File: src/rtl/token_plotter.sv
// Connect Four token drawer: expands one cell request into a per-pixel (x, y, colour) beat stream
// for the VGA adapter, with ready back-pressure and a whole-board clear sweep.
module token_plotter #(
    parameter int GRID_LEN  = 2,
    parameter int BLOCK_LEN = 4,
    parameter int COLS      = 7,
    parameter int ROWS      = 6,
    parameter int PREVIEW_Y = 128,
    parameter int X_W       = 9,
    parameter int Y_W       = 8
) (
    input  logic           clk,
    input  logic           resetn,
    input  logic           start,
    input  logic [2:0]     col,
    input  logic [2:0]     row,
    input  logic           player,
    input  logic [1:0]     mode,
    input  logic           ready,
    output logic [X_W-1:0] x_out,
    output logic [Y_W-1:0] y_out,
    output logic [2:0]     colour,
    output logic           plot,
    output logic           busy,
    output logic           done,
    output logic           err
);

    localparam int PXW   = (BLOCK_LEN > 1) ? $clog2(BLOCK_LEN) : 1;
    localparam int PITCH = GRID_LEN + BLOCK_LEN;

    localparam logic [1:0] MODE_PLACE   = 2'b00;
    localparam logic [1:0] MODE_PREVIEW = 2'b01;
    localparam logic [1:0] MODE_ERASE   = 2'b10;
    localparam logic [1:0] MODE_CLEAR   = 2'b11;

    typedef enum logic [1:0] {IDLE, DRAW, DONE} state_t;

    function automatic logic [X_W-1:0] calc_x(input logic [2:0] c, input logic [PXW-1:0] p);
        int v;
        v = GRID_LEN + int'(c) * PITCH + int'(p);
        return v[X_W-1:0];
    endfunction

    function automatic logic [Y_W-1:0] calc_y(input logic [1:0] m, input logic [2:0] r,
                                              input logic [PXW-1:0] p);
        int v;
        if (m == MODE_PREVIEW)
            v = PREVIEW_Y + int'(p);
        else
            v = GRID_LEN + int'(r) * PITCH + int'(p);
        return v[Y_W-1:0];
    endfunction

    // Place/preview paint the player's colour; erase/clear paint background.
    function automatic logic [2:0] calc_colour(input logic [1:0] m, input logic pl);
        return m[1] ? 3'b000 : {1'b1, pl, 1'b0};
    endfunction

    state_t         state_reg, state_next;
    logic [PXW-1:0] px_reg, px_next;
    logic [PXW-1:0] py_reg, py_next;
    logic [2:0]     cc_reg, cc_next;
    logic [2:0]     rr_reg, rr_next;
    logic [1:0]     mode_reg, mode_next;
    logic           player_reg, player_next;
    logic [X_W-1:0] x_reg, x_next;
    logic [Y_W-1:0] y_reg, y_next;
    logic [2:0]     colour_reg, colour_next;
    logic           plot_reg, plot_next;
    logic           busy_reg, busy_next;
    logic           done_reg, done_next;
    logic           err_reg, err_next;

    logic last_px, last_py, last_cell, col_bad, row_bad;

    assign last_px   = (px_reg == PXW'(BLOCK_LEN - 1));
    assign last_py   = (py_reg == PXW'(BLOCK_LEN - 1));
    assign last_cell = (mode_reg != MODE_CLEAR) ||
                       ((cc_reg == 3'(COLS - 1)) && (rr_reg == 3'(ROWS - 1)));
    assign col_bad   = (mode != MODE_CLEAR) && (int'(col) >= COLS);
    assign row_bad   = ((mode == MODE_PLACE) || (mode == MODE_ERASE)) && (int'(row) >= ROWS);

    always_ff @(posedge clk or negedge resetn) begin
        if (!resetn) begin
            state_reg  <= IDLE;
            px_reg     <= '0;
            py_reg     <= '0;
            cc_reg     <= '0;
            rr_reg     <= '0;
            mode_reg   <= '0;
            player_reg <= 1'b0;
            x_reg      <= '0;
            y_reg      <= '0;
            colour_reg <= '0;
            plot_reg   <= 1'b0;
            busy_reg   <= 1'b0;
            done_reg   <= 1'b0;
            err_reg    <= 1'b0;
        end else begin
            state_reg  <= state_next;
            px_reg     <= px_next;
            py_reg     <= py_next;
            cc_reg     <= cc_next;
            rr_reg     <= rr_next;
            mode_reg   <= mode_next;
            player_reg <= player_next;
            x_reg      <= x_next;
            y_reg      <= y_next;
            colour_reg <= colour_next;
            plot_reg   <= plot_next;
            busy_reg   <= busy_next;
            done_reg   <= done_next;
            err_reg    <= err_next;
        end
    end

    always_comb begin
        state_next  = state_reg;
        px_next     = px_reg;
        py_next     = py_reg;
        cc_next     = cc_reg;
        rr_next     = rr_reg;
        mode_next   = mode_reg;
        player_next = player_reg;
        x_next      = x_reg;
        y_next      = y_reg;
        colour_next = colour_reg;
        plot_next   = plot_reg;
        busy_next   = busy_reg;
        done_next   = 1'b0;
        err_next    = 1'b0;

        case (state_reg)
            IDLE: begin
                plot_next = 1'b0;
                busy_next = 1'b0;
                if (start) begin
                    if (col_bad || row_bad) begin
                        err_next = 1'b1;
                    end else begin
                        // Single-cell modes park the cell counters on the target cell;
                        // clear sweeps them from cell (0,0).
                        state_next  = DRAW;
                        mode_next   = mode;
                        player_next = player;
                        px_next     = '0;
                        py_next     = '0;
                        cc_next     = (mode == MODE_CLEAR) ? 3'd0 : col;
                        rr_next     = (mode == MODE_CLEAR) ? 3'd0 : row;
                        x_next      = calc_x(cc_next, '0);
                        y_next      = calc_y(mode, rr_next, '0);
                        colour_next = calc_colour(mode, player);
                        plot_next   = 1'b1;
                        busy_next   = 1'b1;
                    end
                end
            end

            DRAW: begin
                if (ready) begin
                    if (last_px && last_py && last_cell) begin
                        state_next = DONE;
                        plot_next  = 1'b0;
                        done_next  = 1'b1;
                    end else begin
                        if (!last_px) begin
                            px_next = px_reg + PXW'(1);
                        end else begin
                            px_next = '0;
                            if (!last_py) begin
                                py_next = py_reg + PXW'(1);
                            end else begin
                                py_next = '0;
                                if (cc_reg == 3'(COLS - 1)) begin
                                    cc_next = 3'd0;
                                    rr_next = rr_reg + 3'd1;
                                end else begin
                                    cc_next = cc_reg + 3'd1;
                                end
                            end
                        end
                        x_next = calc_x(cc_next, px_next);
                        y_next = calc_y(mode_reg, rr_next, py_next);
                    end
                end
            end

            DONE: begin
                state_next = IDLE;
                busy_next  = 1'b0;
            end

            default: begin
                state_next = IDLE;
                plot_next  = 1'b0;
                busy_next  = 1'b0;
            end
        endcase
    end

    assign x_out  = x_reg;
    assign y_out  = y_reg;
    assign colour = colour_reg;
    assign plot   = plot_reg;
    assign busy   = busy_reg;
    assign done   = done_reg;
    assign err    = err_reg;

endmodule

File: config.mk
export PLATFORM = sky130hd
export DESIGN_NAME = token_plotter
export DESIGN_NICKNAME = d
export VERILOG_FILES = /design/src/rtl/token_plotter.sv
export SDC_FILE = /design/constraint.sdc
export NUM_CORES = 1
export LEC_CHECK = 0
export BUFFER_PORTS_ARGS = -buffer_cell sky130_fd_sc_hd__buf_4
export CORE_UTILIZATION = 35
export CTS_CLUSTER_DIAMETER = 50
export DETAILED_ROUTE_END_ITERATION = 10
export PLACE_DENSITY = 0.62
export SETUP_SLACK_MARGIN = 0.4
export SYNTH_ARGS = -nofsm -noshare
export SYNTH_HDL_FRONTEND = slang
export SYNTH_SLANG_ARGS = --single-unit
File: constraint.sdc
create_clock -name clk -period 3.9 [get_ports clk]
set_input_delay 0.39 -clock clk [delete_from_list [all_inputs] [get_ports clk]]
set_output_delay 0.39 -clock clk [all_outputs]
set_load 0.01 [all_outputs]
==> impl_summary.log <==
INFO  metric status = finished, violations left
INFO  metric failed_checks = DRC
INFO  metric ctsLongestPathBuffers = 2
INFO  metric antenna_found_initial = 0
INFO  metric cp.required = 4.07 ns
INFO  metric clock_latency = 0.29 ns
INFO  metric cts_tree = built
INFO  metric finish.cell_count_without_fillers = 361
INFO  metric postSynthAreaPerCell = 9.34 µm²
INFO  metric power_per_cell_area = 718 nW/µm²
INFO  metric post_cts_resized = 1
INFO  metric ir_worst_vdd = 0.283 mV
INFO  metric vias_in_the_first_global_route = 1765
INFO  metric floorplan_die_area = 7200 µm²
INFO  metric synth_compound_area_share = 15.7%
INFO  metric area_growth_syn_to_layout = 15.7%
INFO  metric ys_seq_elements = 33
INFO  metric ys_seq_area_share = 34.4%
INFO  metric gr-total-overflow = 0
INFO  metric static-leakage-power = 1.33 nW
INFO  metric worst-setup-path-type = reg2reg
INFO  metric fraction_of_layout_cells_with_a_size_suffix_above_1 = 20.4%
INFO  metric worstRegToRegCells = 12
INFO  metric finalSetupViolCount = 0
INFO  metric grt_pass1_wl = 8690 µm
INFO  metric n_fill_cell = 644
INFO  metric setup.worst_path.start_class = flip-flop
INFO  metric critPathCaptureType = flip-flop
INFO  metric yosys.area_share.xor_xnor = 6.04%
INFO  metric cts_inserted_buffers = 5
INFO  metric max_freq = 0.307 GHz
INFO  metric synth_top_family_by_area = simple AND/OR/NAND/NOR gates
INFO  metric synth.cell_area = 2400 µm²
INFO  metric buffer_ports.inserted = 33
INFO  metric worstReg2RegEnd = y_out[4]
INFO  metric core_region_area = 6490 µm²
INFO  metric largest_register_ff_count = 7
INFO  metric whs = 0.0454 ns
INFO  metric min_period = 3.26 ns
INFO  metric pin_count = 37
INFO  metric post_synth_fa_ha_maj_area_fraction = 15.8%
INFO  metric placedCellCount = 353
INFO  metric timing.rr.start = px_reg[0]
INFO  metric clock_sink_total = 33
INFO  metric arrival = 3.43 ns
INFO  metric dp.final_hpwl = 3650 µm
INFO  metric synthSimpleGateAreaFrac = 16.7%
INFO  metric timing_max_transition_violations_final = 0
INFO  metric cell_types_with_the_largest_area_share_after_synthesis = dfrtp_1 (34%), ha_1 (13%), nand2_1 (5.5%)
INFO  metric synth_cells = 257
INFO  metric htreeDepth = 2
INFO  metric totalPowerFinal = 2.00 mW
INFO  metric post-cts-setup-buffer-count = 0
INFO  metric root_cell_of_the_clock_tree = clkbuf_8
INFO  metric clock_skew = 0.00856 ns
INFO  metric drt-wirelength-per-cell = 13.8 µm
INFO  metric rsz0062_at_grt = no
INFO  metric detail_route.drc_violations = 1
INFO  metric die_boundary_height = 84.8 µm
INFO  metric synth-async-reset-ratio = 100%
INFO  metric finalNetCount = 324
INFO  metric synth_top_area_cell = dfrtp_1
INFO  metric final_min_period_over_clock_period = 83.6%
INFO  metric ys.flop_type = dfrtp_1
INFO  metric ctsHoldBuffers = 0
INFO  metric replace_congestion = 0.805
INFO  metric path_max_fanout = 7
INFO  metric pin_count_of_the_biggest_net_entering_global_routing = 39
INFO  metric synth.area.mux_share = 4.53%
INFO  metric antennaDiodeCount = 0
INFO  metric vias_per_cell = 5.06
INFO  metric measured_slew_at_the_worst_slew_check_pin = 0.793 ns
INFO  metric layout_common_cells = nand2_1 (35), buf_4 (35), dfrtp_1 (33)
INFO  metric synth_top_area_share = 34.4%
INFO  metric drv_cap = 0
INFO  metric num_rows = 29
INFO  metric vias_post_dr = 1826
INFO  metric synth_cell_types = 52
INFO  metric slew_headroom = 46.6%
INFO  metric finalHoldViolCount = 0
INFO  metric synth_edf_count = 0
INFO  metric totalNegativeSetupSlack = 0 ns
INFO  metric globalRouteTotalUtil = 15.3%
INFO  metric route.final.wire_length = 4970 µm
INFO  metric path_clk_slew = 0.07 ns
INFO  metric die_w = 84.8 µm
INFO  metric dr.first_iter.drc_count = 95
INFO  metric hold_path.class = in2async
INFO  metric firstDrtPassIters = 8
INFO  metric r2r_slack = 0.64 ns
INFO  metric antenna_left = 0
INFO  metric yosysWarnings = 0
INFO  metric initial_core_util = 37.0%
[worst max path at each step]
stage,startpoint,end,slack (ns)
after floorplan,px_reg[0],y_out[4],0.68
after global placement,px_reg[0],y_out[4],0.49
after detailed placement,px_reg[0],y_out[4],0.36
after CTS,px_reg[0],y_out[4],0.50
after global routing,px_reg[0],y_out[4],0.41
final,px_reg[0],y_out[4],0.64
[cell families after synthesis]
| group | after synthesis |
|---|---|
| compound gates | 59 |
| other cells | 1 |
| mux | 10 |
| simple gates | 79 |
| flops | 33 |
| fa+ha+maj | 28 |
| buf+inv | 32 |
| xor+xnor | 15 |
[worst max-delay path, stage by stage, from the launching register on]
cell and delay [ns]:
dfrtp_1 0.40, ha_1 0.32, nand2_1 0.27, nor3_4 0.29, nor2_1 0.09, a21oi_2 0.21
ha_1 0.20, fa_1 0.42, ha_1 0.24, xor2_1 0.17, xnor3_1 0.21, o22ai_1 0.07
mux2_2 0.26
[report_power, final]
group          internal, mW  leakage, nW  switching, mW
Sequential            0.485        0.418          0.121
Clock                 0.160       0.0542          0.135
Combinational         0.512        0.862          0.581
[layout make-up]
type,count,area (µm²),share of cell area [%]
Clock inverter,1,5.00,0.180
Clock buffer,7,96.3,3.47
Inverter,14,52.6,1.89
Timing Repair Buffer,35,263,9.46
Sequential cell,33,826,29.7
Tap cell,77,96.3,3.47
Multi-Input combinational cell,194,1440,51.8
[synthesized netlist by cell type (2+ instances only)]
cell type and n:
clkbuf_2 3, a22oi_1 2, a21o_1 3, o22ai_1 2, nand3_1 3, a21oi_1 13
xor2_1 7, buf_6 2, o21ai_0 23, dfrtp_1 33, nor2_1 11, nor3_1 2
a21boi_2 2, fa_1 4, buf_4 5, mux2_2 7, clkbuf_1 7, mux2i_1 3
nor2b_1 6, nand2_1 35, nand2b_1 6, nor4_1 3, nor3b_1 3, xnor2_1 7
a21boi_0 2, inv_1 14, ha_1 24
[stage by stage]
stage               instance area (µm²)  utilization, %  worst slack (ns)
floorplan                          2410               -             0.680
finish                             2780            42.8             0.641
global placement                   2660            41.0             0.495
CTS                                2770            42.6             0.496
global route                       2780            42.8             0.409
detailed placement                 2660            41.0             0.361
[per-layer routing]
metal | part of all wire [%] | vias up | track usage, %
met5 | 0 | - | 0
met4 | 1.1 | 0 | 4.31
met3 | 4.3 | 6 | 3.60
met2 | 43 | 38 | 23.4
met1 | 51 | 851 | 21.6
li1 | - | 931 | -
(Power assumes the default switching activity.)
